===== config.mk =====
export PLATFORM = sky130hd
export DESIGN_NAME = write_dest_pipe
export DESIGN_NICKNAME = d
export VERILOG_FILES = /design/src/rtl/write_dest_pipe.sv
export SDC_FILE = /design/constraint.sdc
export NUM_CORES = 1
export LEC_CHECK = 0
export ABC_AREA = 1
export CAP_MARGIN = 20
export CORE_ASPECT_RATIO = 0.9
export CORE_UTILIZATION = 36
export DETAILED_ROUTE_END_ITERATION = 10
export PLACE_DENSITY = 0.9
export SLEW_MARGIN = 20
export SYNTH_ARGS = -nofsm -noshare
export SYNTH_HDL_FRONTEND = slang
export SYNTH_SLANG_ARGS = --single-unit

===== constraint.sdc =====
create_clock -name clk -period 1.1 [get_ports clk]
set_input_delay 0.22 -clock clk [delete_from_list [all_inputs] [get_ports clk]]
set_output_delay 0.22 -clock clk [all_outputs]
set_load 0.02 [all_outputs]

===== src/rtl/write_dest_pipe.sv =====
// rtl/write_dest_pipe.sv - destination select, EX/MEM and MEM/WB destination pipe, forwarding compare (optional counter: WRITE_DEST_FWD_CNT_EN)
module write_dest_pipe #(
    parameter int ADDR_W   = 5,
    parameter int LINK_REG = 31
) (
    input  logic              clk,
    input  logic              rst_n,
    input  logic              in_valid,
    input  logic [ADDR_W-1:0] rt,
    input  logic [ADDR_W-1:0] rd,
    input  logic [1:0]        reg_dst,
    input  logic              reg_write,
    input  logic              stall,
    input  logic              flush,
    input  logic [ADDR_W-1:0] src_a,
    input  logic [ADDR_W-1:0] src_b,
    output logic [ADDR_W-1:0] dest_comb,
    output logic [ADDR_W-1:0] mem_dest,
    output logic              mem_wr,
    output logic [ADDR_W-1:0] wb_dest,
    output logic              wb_wr,
    output logic [1:0]        fwd_a,
    output logic [1:0]        fwd_b,
    output logic [15:0]       fwd_cnt
);

    localparam logic [ADDR_W-1:0] LINK_ADDR = ADDR_W'(LINK_REG);

    localparam logic [1:0] FWD_NONE = 2'b00;
    localparam logic [1:0] FWD_MEM  = 2'b01;
    localparam logic [1:0] FWD_WB   = 2'b10;

    logic ex_wr;

    // Destination mux; the reserved encoding selects register 0 so it can never write
    always_comb begin
        dest_comb = '0;
        case (reg_dst)
            2'b00:   dest_comb = rt;
            2'b01:   dest_comb = rd;
            2'b10:   dest_comb = LINK_ADDR;
            default: dest_comb = '0;
        endcase
    end

    // Writes to register 0 are dropped here so the forwarding compare never matches src=0
    assign ex_wr = in_valid & reg_write & (reg_dst != 2'b11) & (dest_comb != '0);

    // Two-stage destination pipe: flush bubbles MEM even under stall, WB only moves when not stalled
    always_ff @(posedge clk or negedge rst_n) begin
        if (!rst_n) begin
            mem_dest <= '0;
            mem_wr   <= 1'b0;
            wb_dest  <= '0;
            wb_wr    <= 1'b0;
        end else begin
            if (flush) begin
                mem_dest <= '0;
                mem_wr   <= 1'b0;
            end else if (!stall) begin
                mem_dest <= dest_comb;
                mem_wr   <= ex_wr;
            end
            if (!stall) begin
                wb_dest <= mem_dest;
                wb_wr   <= mem_wr;
            end
        end
    end

    // Forward selects: the younger MEM result wins over WB when both match
    always_comb begin
        fwd_a = FWD_NONE;
        fwd_b = FWD_NONE;
        if (mem_wr && (mem_dest == src_a)) begin
            fwd_a = FWD_MEM;
        end else if (wb_wr && (wb_dest == src_a)) begin
            fwd_a = FWD_WB;
        end
        if (mem_wr && (mem_dest == src_b)) begin
            fwd_b = FWD_MEM;
        end else if (wb_wr && (wb_dest == src_b)) begin
            fwd_b = FWD_WB;
        end
    end

`ifdef WRITE_DEST_FWD_CNT_EN
    logic [15:0] cnt_q;
    logic        fwd_event;

    assign fwd_event = !stall && ((fwd_a != FWD_NONE) || (fwd_b != FWD_NONE));

    // Saturating count of forwarding events on non-stalled edges
    always_ff @(posedge clk or negedge rst_n) begin
        if (!rst_n) begin
            cnt_q <= '0;
        end else if (fwd_event && (cnt_q != 16'hFFFF)) begin
            cnt_q <= cnt_q + 16'd1;
        end
    end

    assign fwd_cnt = cnt_q;
`else
    assign fwd_cnt = '0;
`endif

endmodule

==> metrics, run 1 <==
Final Max Tran Viols 0; status complete, but fails checks; Post-Syn Instances 152; I/O pin count 65; H-tree depth 1; hold crit path type in2async; gr usage total 0.208; failing checks design-rule violations, negative setup slack; Period minus WS final 1.65 ns; R2R Path Start wb_dest[4]; Layout Skew 0.00215 ns; clk buf depth 2; most frequent cells in the layout 42 x nand2_1, 31 x buf_4, 29 x buf_6; Tot Pwr 1.60 mW; final hold violations 0; Max-Cap Viols 0; Iteration-0 DRC Markers 39; R2R depth 4; most common cell after layout, fill and taps aside nand2_1; area grow syn2layout 89.6%; CTS tree yes; fmax 607 MHz; clock root buffer clkbuf_4; Critical Path End Type output port; unrepaired setup endpoints after global routing yes; FF-to-FF setup slack 0.16 ns; Distinct cells, synth 24; DRT Pass-1 Iters 7; layout cells sized above 1 0.459; CP Data Arrival Time 1.43 ns; CP startpoint src_a[4]; pre-CTS WS -0.998 ns; Core Footprint 2550 um^2; nets 271; GRT Residual Overflow 0; cell row count 17; vias in the first global route 1159; Routed Wire Length 3090 um; CP required 0.88 ns; #FFs+latches synth 12; Initial Utilization 0.398; Power Density 833 nW/um^2; CP endpoint fwd_a[1]; clock sinks 12; Die Y 52.4 um; final worst slack -0.547 ns; VDD IR max 0.000510 V; critical path launch point type input pin; clk slew on worst S/H paths 0.07 ns; Setup TNS -3.18 ns; R2R Path End wb_dest[4]; post-synthesis sequential area ratio 0.296; # hold bufs at CTS 0; IO Port Bufs 48; antenna violations before repair 0; Setup CP Type in2out; Synth warnings 0; leakage power 0.992 nW; dpl cells 251; Die X 58.0 um; Finished Layout Cells 270; post-route ant nets 0; crit path max fanout 3; DR WL/cell 11.5 um; DRC Markers 5; period utilization 1.50; # setup viols final 14; via/cell ratio 4.60; DR vias 1243; Mapped Area 1010 um^2; Final GP Congestion 0.877; first-pass GRT wire length 4710 um; Num CTS Buffers 3; largest net degree at the start of global routing 13; syn_area_per_cell 6.68 um^2; ANT cells 0; Die Area 3040 um^2; Final Util 0.754; clk_lat worst skew 0.27 ns; hpwl dp 2250 um
critical path, stage by stage:
cell             delay, ns
clkdlybuf4s50_1       0.58
nor2_4                0.06
nor3_2                0.16
nand2_1               0.10
nor2_4                0.14
nor2_4                0.04
buf_6                 0.12
what timing repair did:
action                                  in CTS  in global routing
pin swaps                                   24                 10
endpoints found under the setup margin      23                 16
buffers inserted                            11                  6
resized for setup                          153                 23
synthesized netlist by cell type (all sizes together):
master / n / area share
a21oi: 4 / 0.020
inv: 26 / 0.096
clkbuf: 1 / 0.0037
nor2: 12 / 0.052
buf: 16 / 0.12
nor3: 1 / 0.0049
o22ai: 5 / 0.031
or2: 2 / 0.012
conb: 1 / 0.0037
o221ai: 1 / 0.0086
nand4: 4 / 0.025
a21boi: 1 / 0.0074
xor2: 4 / 0.035
o21bai: 1 / 0.011
dfrtp: 12 / 0.30
xnor2: 4 / 0.035
nand2: 48 / 0.19
nand3: 2 / 0.015
o21ai: 7 / 0.035
power by group:
part	internal, mW	switching [mW]	total [mW]
sequential	0.478	0.0492	0.528
clock	0.201	0.146	0.347
combinational	0.378	0.350	0.728
total	1.06	0.545	1.60
worst min path at each step:
stage / start / end / slack, ns / cells past startpoint
after floorplan: rst_n / mem_dest[0] / -0.08 / 0
after global placement: wb_dest[1] / wb_dest[1] / 0.52 / 2
after detailed placement: wb_dest[1] / wb_dest[1] / 0.53 / 2
after CTS: rst_n / wb_wr / 0.24 / 2
after global routing: rst_n / wb_wr / 0.27 / 2
final: rst_n / mem_dest[2] / 0.24 / 2
through the flow:
step,area [um^2],hold slack [ns]
2_1_floorplan,1110,-0.0756
3_3_place_gp,1690,0.516
3_5_place_dp,1690,0.532
4_1_cts,1840,0.236
5_1_grt,1920,0.268
6_report,1920,0.241
layout make-up:
cell class	instances	area [um^2]
timing repair buffer	88	812
fill	214	628
multi-input combinational	112	627
sequential	12	314
inverter	26	100
clock buffer	4	36.3
tap	28	35.0
logic make-up (layout without fill, tap and decap cells):
| group | count (synthesis) | count (layout) | share of synthesized area |
|---|---|---|---|
| flip-flops | 12 | 12 | 0.296 |
| XOR/XNOR | 8 | 8 | 0.0690 |
| other | 1 | 16 | 0.00370 |
| buffers and inverters | 43 | 118 | 0.218 |
| AND/OR/NAND/NOR | 69 | 69 | 0.301 |
| AO/OA/AOI/OAI | 19 | 19 | 0.112 |
routing by layer:
metal | wire [um] | track usage | up-vias
met5 | 0 | 0 | -
met4 | 65 | 0.0952 | 0
met3 | 210 | 0.0395 | 6
met2 | 1680 | 0.421 | 51
met1 | 1130 | 0.202 | 565
li1 | - | - | 621
registers in the layout, summed over array words and instances, names as in the netlist:
| signal | flops |
|---|---|
| wb_wr | 1 |
| mem_dest | 5 |
| wb_dest | 5 |
| mem_wr | 1 |
No activity file was read; power rests on OpenSTA's default activity.
==> run 2: changes to the inputs <==
==> constraint.sdc (replaced) <==
create_clock -name clk -period 1.1 [get_ports clk]
set_input_delay 0.275 -clock clk [delete_from_list [all_inputs] [get_ports clk]]
set_output_delay 0.275 -clock clk [all_outputs]
set_load 0.02 [all_outputs]
==> metrics, run 2 (synthesized netlist as in run 1, its figures left out) <==
# setup viols final 21; vias in the first global route 1156; Largest stage delay, worst path 0.44 ns; clock sinks 12; GRT Residual Overflow 0; CP Cell Sequence nand2_1, nand2_1, nor3_2, nand2_1, nor2_4, nor2_4, buf_6; most used cell, CP nand2_1; first-pass GRT wire length 4730 um; clock root buffer clkbuf_4; clk buf depth 2; clk slew on worst S/H paths 0.07 ns; unrepaired setup endpoints after global routing yes; Period minus WS final 1.66 ns; Max-Cap Viols 0; crit path max fanout 5; DR vias 1225; most frequent cells in the layout 39 x nand2_1, 31 x buf_6, 28 x buf_4; layout cells sized above 1 0.454; status complete, but fails checks; DRT Pass-1 Iters 7; CP required 0.82 ns; hpwl dp 2250 um; CP Data Arrival Time 1.39 ns; Routed Wire Length 3000 um; IO Port Bufs 48; period utilization 1.51; Initial Utilization 0.398; H-tree depth 1; Final Max Tran Viols 0; Power Density 823 nW/um^2; Setup CP Type reg2out; VDD IR max 0.000491 V; clk_lat worst skew 0.26 ns; DRC Markers 5; Layout Skew 0.000861 ns; Final Util 0.751; Tot Pwr 1.58 mW; gr usage total 0.207; # hold bufs at CTS 0; Iteration-0 DRC Markers 39; largest net degree at the start of global routing 13; failing checks design-rule violations, negative setup slack; Final GP Congestion 0.877; via/cell ratio 4.57; DR WL/cell 11.2 um; post-route ant nets 0; fillers 197; largest registers mem_dest x5, wb_dest x5; Die Area 3040 um^2; fmax 601 MHz; critical path launch point type register; Core Footprint 2550 um^2; final worst slack -0.563 ns; Die Y 52.4 um; hold crit path type in2async; nets 269; ANT cells 0; CP startpoint mem_dest[0]; FF-to-FF setup slack 0.04 ns; area grow syn2layout 89.0%; I/O pin count 65; slowest CP cell dfrtp_2; Num CTS Buffers 3; antenna violations before repair 0; cell row count 17; leakage power 0.982 nW; final hold violations 0; most common cell after layout, fill and taps aside nand2_1; Die X 58.0 um; Critical Path End Type output port; R2R Path Start wb_dest[4]; CTS tree yes
==> run 2: cell types whose count changed in the layout (fill, tap and decap cells not counted), moves of 2 or more <==
| cell | previous run | this run |
|---|---|---|
| nand2_2 | 6 | 9 |
| buf_4 | 31 | 28 |
| clkdlybuf4s50_1 | 12 | 5 |
| a21oi_2 | 4 | 2 |
| a21oi_1 | 0 | 2 |
| clkdlybuf4s15_1 | 0 | 9 |
| nand2_1 | 42 | 39 |
| buf_6 | 29 | 31 |
| buf_2 | 3 | 1 |
==> run 2: repair_timing <==
action	4_1_cts	5_1_grt
pin swaps	26	10
setup buffers	13	5
gates cloned	0	0
setup endpoints to repair	27	25
gates resized for setup	184	14
==> run 2: through the flow <==
step | worst slack (ns) | area [um^2] | cells | TNS (ns) | hold slack [ns]
finish | -0.563 | 1920 | 268 | -3.71 | 0.315
global route | -0.665 | 1920 | 268 | -4.57 | 0.314
CTS | -0.568 | 1880 | 267 | -3.71 | 0.313
detailed placement | -1.11 | 1690 | 251 | -14.14 | 0.524
global placement | -1.07 | 1690 | 251 | -13.61 | 0.516
floorplan | -0.285 | 1110 | 167 | -0.844 | -0.0206
==> run 2: critical path: cells and delay by family, from the launching register on <==
family / cells / cell delay, ns
buffers and inverters: 1 / 0.12
DFF: 1 / 0.44
and+or+nand+nor: 6 / 0.57
==> run 2: metal layers <==
metal | up-vias | wire length [um] | global-route usage
li1 | 616 | - | -
met1 | 552 | 1090 | 0.201
met2 | 53 | 1650 | 0.423
met3 | 4 | 209 | 0.0272
met4 | 0 | 47 | 0.103
met5 | - | 0 | 0
==> run 2: worst paths after layout <==
path | to | depth (start not counted)
max | fwd_a[1] | 7
min | wb_wr | 2
max reg2reg | wb_dest[4] | 5
min reg2reg | wb_dest[1] | 2
max in group asynchronous | wb_dest[4] | 2
min in group clk | mem_wr | 5
==> run 2: layout make-up <==
cell class                      instances  area (um^2)  area share
Inverter                               26          100      0.0522
Multi-Input combinational cell        112          617       0.322
Clock buffer                            4         36.3      0.0189
Tap cell                               28         35.0      0.0183
Sequential cell                        12          314       0.164
Timing Repair Buffer                   86          816       0.425
==> run 2: where the power goes <==
part | total (mW) | switching [mW] | internal (mW)
Combinational | 0.721 | 0.345 | 0.376
Sequential | 0.524 | 0.0456 | 0.479
Clock | 0.333 | 0.132 | 0.201
==> run 3: changes to the inputs <==
ABC_CLOCK_PERIOD_IN_PS = 1100   (was unset)
==> results of run 3 <==
Same layout as run 2: the final DEF is identical, and so are final timing and power.
